==> config.mk <==
export PLATFORM = sky130hd
export DESIGN_NAME = serializer_rr_arbiter
export DESIGN_NICKNAME = d
export VERILOG_FILES = /design/src/rtl/serializer_rr_arbiter.sv
export SDC_FILE = /design/constraint.sdc
export NUM_CORES = 1
export LEC_CHECK = 0
export BUFFER_PORTS_ARGS = -buffer_cell sky130_fd_sc_hd__buf_4
export CELL_PAD_IN_SITES_DETAIL_PLACEMENT = 0
export CELL_PAD_IN_SITES_GLOBAL_PLACEMENT = 1
export CORE_MARGIN = 1
export CORE_UTILIZATION = 31
export CTS_BUF_LIST = sky130_fd_sc_hd__clkbuf_16
export CTS_CLUSTER_DIAMETER = 120
export DETAILED_ROUTE_END_ITERATION = 8
export PLACE_DENSITY = 0.79
export SETUP_SLACK_MARGIN = 0.3
export SLEW_MARGIN = 20
export SYNTH_ARGS = -nofsm -noshare
export SYNTH_HDL_FRONTEND = slang
export SYNTH_SLANG_ARGS = --single-unit
==> constraint.sdc <==
create_clock -name clk -period 2.7 [get_ports clk]
set_clock_uncertainty 0.1 [all_clocks]
set_input_delay 0 -clock clk [delete_from_list [all_inputs] [get_ports clk]]
set_output_delay 0 -clock clk [all_outputs]
set_load 0.02 [all_outputs]
==> src/rtl/serializer_rr_arbiter.sv <==
// Round-robin arbiter feeding one shared parallel-to-serial serializer.
// Grants one word per frame, then waits out the frame and an idle gap.
module serializer_rr_arbiter #(
  parameter int N_REQ     = 4,
  parameter int LOG2N     = 2,
  parameter int WIDTH     = 32,
  parameter int LOG2WIDTH = 5,
  parameter int GAP       = 1
) (
  input  logic                   clk,
  input  logic                   reset,
  input  logic [N_REQ*WIDTH-1:0] req_data_i,
  input  logic [N_REQ-1:0]       req_valid_i,
  output logic [N_REQ-1:0]       req_ready_o,
  output logic [WIDTH-1:0]       ser_data_o,
  output logic                   ser_valid_o,
  input  logic                   ser_ready_i,
  output logic [LOG2N-1:0]       grant_id_o,
  output logic                   busy_o,
  output logic                   frame_done_o
);

  localparam logic [1:0] S_IDLE = 2'd0;
  localparam logic [1:0] S_LOAD = 2'd1;
  localparam logic [1:0] S_BUSY = 2'd2;
  localparam logic [1:0] S_GAP  = 2'd3;

  localparam int CW = LOG2WIDTH + 1;
  localparam logic [CW-1:0] CNT_FULL = CW'(WIDTH);
  localparam logic [3:0] GAP_LAST = (GAP > 0) ? 4'(GAP - 1) : 4'd0;

  logic [1:0]       state_q, state_d;
  logic [CW-1:0]    cnt_q, cnt_d;
  logic [3:0]       gap_q, gap_d;
  logic [LOG2N-1:0] ptr_q, ptr_d;
  logic [LOG2N-1:0] grant_q, grant_d;
  logic [WIDTH-1:0] data_q, data_d;
  logic [LOG2N-1:0] win;
  logic [LOG2N-1:0] cand;
  logic             found;
  logic             accept;
  int               idx;

  // search starts just past the last winner and wraps
  always_comb begin
    win   = '0;
    found = 1'b0;
    idx   = 0;
    cand  = '0;
    for (int i = 1; i <= N_REQ; i++) begin
      idx = int'(ptr_q) + i;
      if (idx >= N_REQ) idx = idx - N_REQ;
      cand = LOG2N'(idx);
      if (!found && req_valid_i[cand]) begin
        found = 1'b1;
        win   = cand;
      end
    end
  end

  assign accept = (state_q == S_IDLE) && ser_ready_i && found && !reset;

  always_comb begin
    req_ready_o = '0;
    if (accept) req_ready_o[win] = 1'b1;
  end

  always_comb begin
    state_d = state_q;
    cnt_d   = cnt_q;
    gap_d   = gap_q;
    ptr_d   = ptr_q;
    grant_d = grant_q;
    data_d  = data_q;
    unique case (state_q)
      S_IDLE: begin
        if (accept) begin
          data_d  = req_data_i[int'(win)*WIDTH +: WIDTH];
          grant_d = win;
          ptr_d   = win;
          state_d = S_LOAD;
        end
      end
      S_LOAD: begin
        cnt_d   = CNT_FULL;
        state_d = S_BUSY;
      end
      S_BUSY: begin
        if (cnt_q == '0) begin
          if (GAP > 0) begin
            gap_d   = GAP_LAST;
            state_d = S_GAP;
          end else begin
            state_d = S_IDLE;
          end
        end else begin
          cnt_d = cnt_q - 1'b1;
        end
      end
      S_GAP: begin
        if (gap_q == '0) state_d = S_IDLE;
        else gap_d = gap_q - 1'b1;
      end
      default: state_d = S_IDLE;
    endcase
  end

  always_ff @(posedge clk or posedge reset) begin
    if (reset) begin
      state_q <= S_IDLE;
      cnt_q   <= '0;
      gap_q   <= '0;
      ptr_q   <= LOG2N'(N_REQ - 1);
      grant_q <= '0;
      data_q  <= '0;
    end else begin
      state_q <= state_d;
      cnt_q   <= cnt_d;
      gap_q   <= gap_d;
      ptr_q   <= ptr_d;
      grant_q <= grant_d;
      data_q  <= data_d;
    end
  end

  assign ser_data_o   = data_q;
  assign grant_id_o   = grant_q;
  assign ser_valid_o  = (state_q == S_LOAD);
  assign busy_o       = (state_q != S_IDLE);
  assign frame_done_o = (state_q == S_BUSY) && (cnt_q == '0);

endmodule

# After elaboration in Yosys (flattened, before gate mapping)
# Cells that the tools add are included.
# classes
n_reduce_logical	22
magnitude_cmp	10
add_sub_neg	10
shift	1
eq_ne	8
n_mux	32
# op_table
operator	n
$shiftx 128x8->32	1
$mux 2	11
$lt 2x3->1 const B	5
$mux 4	3
$pmux 6 s2	1
$ne 2x2->1 const B	5
$ge 3x3->1 const B	3
$mux 1	9
$bmux 1 s2	4
$logic_and 1x1->1	8
$pmux 2 s4	1
$pmux 4 s2	1
$sub 2x1->2 const B	4
$add 2x2->3 const B	2
$logic_not 6->1	1
$mux 6	1
$reduce_and 3->1	2
$reduce_bool 2->1	3
$sub 6x1->6 const B	1
$add 2x3->4 const B	1
$eq 2x2->1 const B	2
$ge 4x3->1 const B	1
$logic_not 1->1	4
$logic_not 4->1	1
other kinds (7)	8
# word_totals
output_inout_bits	41
ff_bits	48
inputBits	135

# Logic depth before layout (Yosys ltp)
# depth
ltp_word	20
ltp_mapped	8

# Least setup slack after synthesis
# Ideal clock, no wire load.
# synth_timing
path_kind	reg2reg
startpoint	register ptr_q[0]
endpoint	register data_q[20], in the netlist ser_data_o[20]
setup_ps	126
path_slack_ps	605
synth_period_minus_slack_ps	2095
path_stages_with_launch	8
arrival_ps	1868
cell_sequence	dfstp_2 nand2b_1 nand2b_1 or3b_1 buf_6 buf_6 and3_1 o32a_1
# synth_via
elab_chain_len	18
elab_cells_between_ends	42
classes_between	add/sub: 8; order compare: 4; shift: 1; mux: 20; reduce/logical: 9
# synth_rtl
item	line_no	rtl
start, declared	35	logic [LOG2N-1:0] ptr_q, ptr_d;
start signal, assigned	113	ptr_q <= LOG2N'(N_REQ - 1);
start signal, assigned	120	ptr_q <= ptr_d;
parallel branches: the longest is 18 deep, another holds $add 2x1->3	n/a	
end signal, assigned	122	data_q <= data_d;
end, declared	37	logic [WIDTH-1:0] data_q, data_d;
# Several ways; the timed one is not identified. The select of a mux whose other input is x is not followed.
# A chain may end at the register's enable or synchronous reset.

# Final worst setup path
# layout_timing
startpoint	register ptr_q[0]
endpoint	output port req_ready_o[2]
# layout_via
elab_chain_len	20
elab_cells_between_ends	46
classes_between	add/sub: 8; order compare: 6; mux: 23; reduce/logical: 9
# layout_rtl
item	line_no	rtl
$add 2x1->3	51	idx = int'(ptr_q) + i;
$ge 3x3->1 / $sub 2x1->2 (equally long branches)	52	if (idx >= N_REQ) idx = idx - N_REQ;
$mux 2	52	
$bmux 1 s2	54	if (!found && req_valid_i[cand]) begin
$mux 1 (not written as such)	54	
$mux 1	54	
$logic_not 1->1	54	
$logic_and 1x1->1	54	
[... 4 more ...]	n/a	
$logic_not 1->1	54	
$logic_and 1x1->1	54	
$mux 2	54	
$lt 2x3->1 (not written as such) / $ge 2x1->1 (equally long branches)	65	if (accept) req_ready_o[win] = 1'b1;
$logic_and 1x1->1 (not written as such)	65	
$mux 1 (not written as such)	65	
$demux 1 s2	65	
$mux 4 (*)	65	
end, declared	14	output logic [N_REQ-1:0] req_ready_o,
# Every way passes the cells marked *; elsewhere a longest branch is shown, timed or not. The select of a mux whose other input is x is not followed.

==> impl_results.md <==
* Outcome: completed
* Fill cell count at 771
* Sequential Power Share at 27.7%
* Max_slew headroom at 54.8%
* Top_reg_cell synth: dfrtp_1
* Pwr dens at 798 mW/mm^2
* Setup WS pre-CTS at 0.269 ns
* Kind of cell with the highest combined delay on the critical path: flip-flops
* Port-buffer cells at 175
* Post-synthesis register bit count at 48
* Max_cap viols at 0
* Synthesized area per cell at 8.96 sq um
* Final hold vios at 0
* Vias in the first global route at 4055
* Bufs on Longest Clock Path at 2
* Worst path arrival time at 2.19 ns
* Core area at 0.00933 sq mm
* Fmax achieved at 0.436 GHz
* Drt first pass iters at 5
* Overflow after GRT at 0
* R2R depth at 7
* Clock sink total at 48
* RSZ-0062 raised after global routing: no
* Final setup fails at 0
* H-tree Lvls at 2
* Die ar. at 0.0101 sq mm
* Largest incremental delay on the critical path at 0.60 ns
* Min-Delay Path Depth at 3
* Clk_lat worst skew at 0.29 ns
* Worst Path Max Fanout at 19
* Area grow syn2layout at 93.3%
* Setup crit end kind: output pin
* Final worst slack at 0.406 ns
* Die width at 101 um
* Post-DP HPWL at 7700 um
* Slowest stage cell, crit path: dfstp_2
* CP Class: reg2out
* Post-Syn Area at 0.00301 sq mm
* Critical Path Start Type: flop
* Vias per inst at 5.30
* Commonest cells after routing, fill and taps aside: buf_4, dlygate4sd3_1, dfrtp_1, nand3_1, nor2_1
* Final antenna-violating net count at 0
* CP Buf/Inv Count at 2
* Antenna cells at 0
* Unique masters post-synth at 45
* Vias at 3977
* Most common cell after layout, fill and taps aside: buf_4
* Post-Synth XOR/XNOR Area at 0.872%
* Final wirelength at 12700 um
* Die Ht at 101 um
* EDFF count, synth at 0
* Slew @ Worst Pin at 0.678 ns
* Largest family of logic cells by synthesized area: compound AO/OA/AOI/OAI gates
* Slew Viols, Final at 0
* Tmin final at 2.29 ns
* Sequential area share after synthesis at 40.0%
* Multiplexer area fraction after synthesis at 1.08%
* Async set or reset register ratio after synthesis at 100%
* Initial antenna violation count at 0
* # DRC at 0
* Post-Synth Adder-Cell Area at 3.32%
* First-pass GRT wire length at 19600 um
* Critical path depth at 6
* Largest net degree at the start of global routing at 30
* Setup TNS at 0 ns
* CTS clk-pin slew, worst paths at 0.07 ns
* Final Cycle Share at 85.0%
* CTS tree: done
* Warnings, synthesis at 0
* CP Cell Sequence: nor2b_1 -> o21ai_0 -> nand3_2 -> buf_4 -> nor2_1 -> buf_4
* Mapped Nets at 479
* Worst IR Drop VDD at 0.000378 V
* FP Rows at 35
* Switching share of power at 42.6%
* Synth Area in Simple Gates at 23.1%
* CTS buffer count at 5
* Final #Nets at 763
* Cell mode on critical path: buf_4
* Post-synthesis compound-gate area fraction at 25.7%
* Starting Density at 32.3%
* Combinational group share of total power at 57.1%
* Share of cells above drive strength 1 at 34.0%
* Root Buffer: clkbuf_16
* Top-Level Pins at 176
* Worst Hold Class: in2reg
* Leak at 2.70 nW
* Synth Instances at 336
* Clock share of power at 15.2%
* Total global-route track usage at 25.0%
* Critical path required time at 2.60 ns
* Final GP Congestion at 0.757
* P_int at 0.00266 W
* Avg WL per Cell at 17.0 um
* Number of DRC markers in iteration 0 at 158
* Net Sw Power at 0.00198 W
==> repair_timing <==
item / 4_1_cts / 5_1_grt
gates resized for setup: 2 / 3
hold endpoints to repair: 60 / 0
hold buffers: 120 / 0
endpoints found under the setup margin: 15 / 18
setup buffers: 0 / 0
==> final timing paths <==
path                           startpoint              to  slack, ns
max                              ptr_q[0]  req_ready_o[2]       0.41
min                        req_data_i[41]   ser_data_o[9]      0.003
max reg2reg                    state_q[0]  ser_data_o[23]       0.47
min reg2reg                 grant_id_o[1]   grant_id_o[1]       0.38
max in group asynchronous           reset        ptr_q[0]       1.42
min in group asynchronous           reset        cnt_q[2]       0.30
==> worst min-delay path: stages <==
cell    delay, ns
buf_4        0.07
and3_2       0.15
o32a_1       0.14
==> sequential cells by signal (all words and copies together) (netlist names) <==
| register | cells |
|---|---|
| cnt_q | 6 |
| grant_id_o | 2 |
| ser_data_o | 32 |
| ptr_q | 2 |
| state_q | 2 |
| gap_q | 4 |
==> stage by stage <==
stage	cell area [sq um]	hold slack [ns]	utilization, %	total power, W	instances
finish	5820	0.00269	62.4	0.00464	750
global route	5820	0.0123	62.4	0.00494	750
CTS	5820	0.00131	62.3	0.00463	750
detailed placement	4450	0.0790	47.7	0.00377	622
global placement	4450	0.0612	47.7	0.00372	622
floorplan	3010	0.0500	-	0.00281	336
==> cells by family after synthesis <==
group                      Yosys count
and+or+nand+nor                    135
muxes                                3
adders and majority gates            8
AOI/OAI and AO/OA                   99
DFF                                 48
buffers and inverters               40
xor gates and xnor gates             3
==> area by class of cell <==
class	instances	area [sq um]	share of cell area, %
flip-flops and latches	48	1200	20.7
inverters	12	45.0	0.774
repair buffers	305	2590	44.5
well taps	129	161	2.77
multi-input cells	248	1660	28.5
clock inverters	3	37.5	0.645
clock buffers	5	125	2.15
==> power groups by stage <==
stage	sequential (W)	clock, W	combinational, W
6_report	0.00128	0.000707	0.00265
5_1_grt	0.00133	0.000743	0.00287
4_1_cts	0.00128	0.000721	0.00263
3_5_place_dp	0.00129	0	0.00248
3_3_place_gp	0.00128	0	0.00244
2_1_floorplan	0.00158	0	0.00123
==> per-layer routing <==
layer / global-route usage (%) / vias to the layer above / routed length, um
met5: 0 / - / 0
met4: 10.5 / 0 / 388
met3: 3.88 / 36 / 613
met2: 46.7 / 164 / 6770
met1: 28.1 / 1922 / 4970
li1: - / 1855 / -
==> Yosys cell counts, types with 8 or more instances <==
cell type	number	share of area, %
nor2_1	38	4.7
clkbuf_1	19	2.4
a221o_1	14	4.7
nand2_1	9	1.1
a31oi_1	19	3.9
and3_2	8	2.0
inv_1	12	1.5
ha_1	8	3.3
dfrtp_1	46	38
o32a_1	14	4.7
nand3_1	39	6.5
a221oi_1	19	5.5
and3_1	21	4.4
o21ai_0	12	2.0
(Power assumes the default switching activity.)
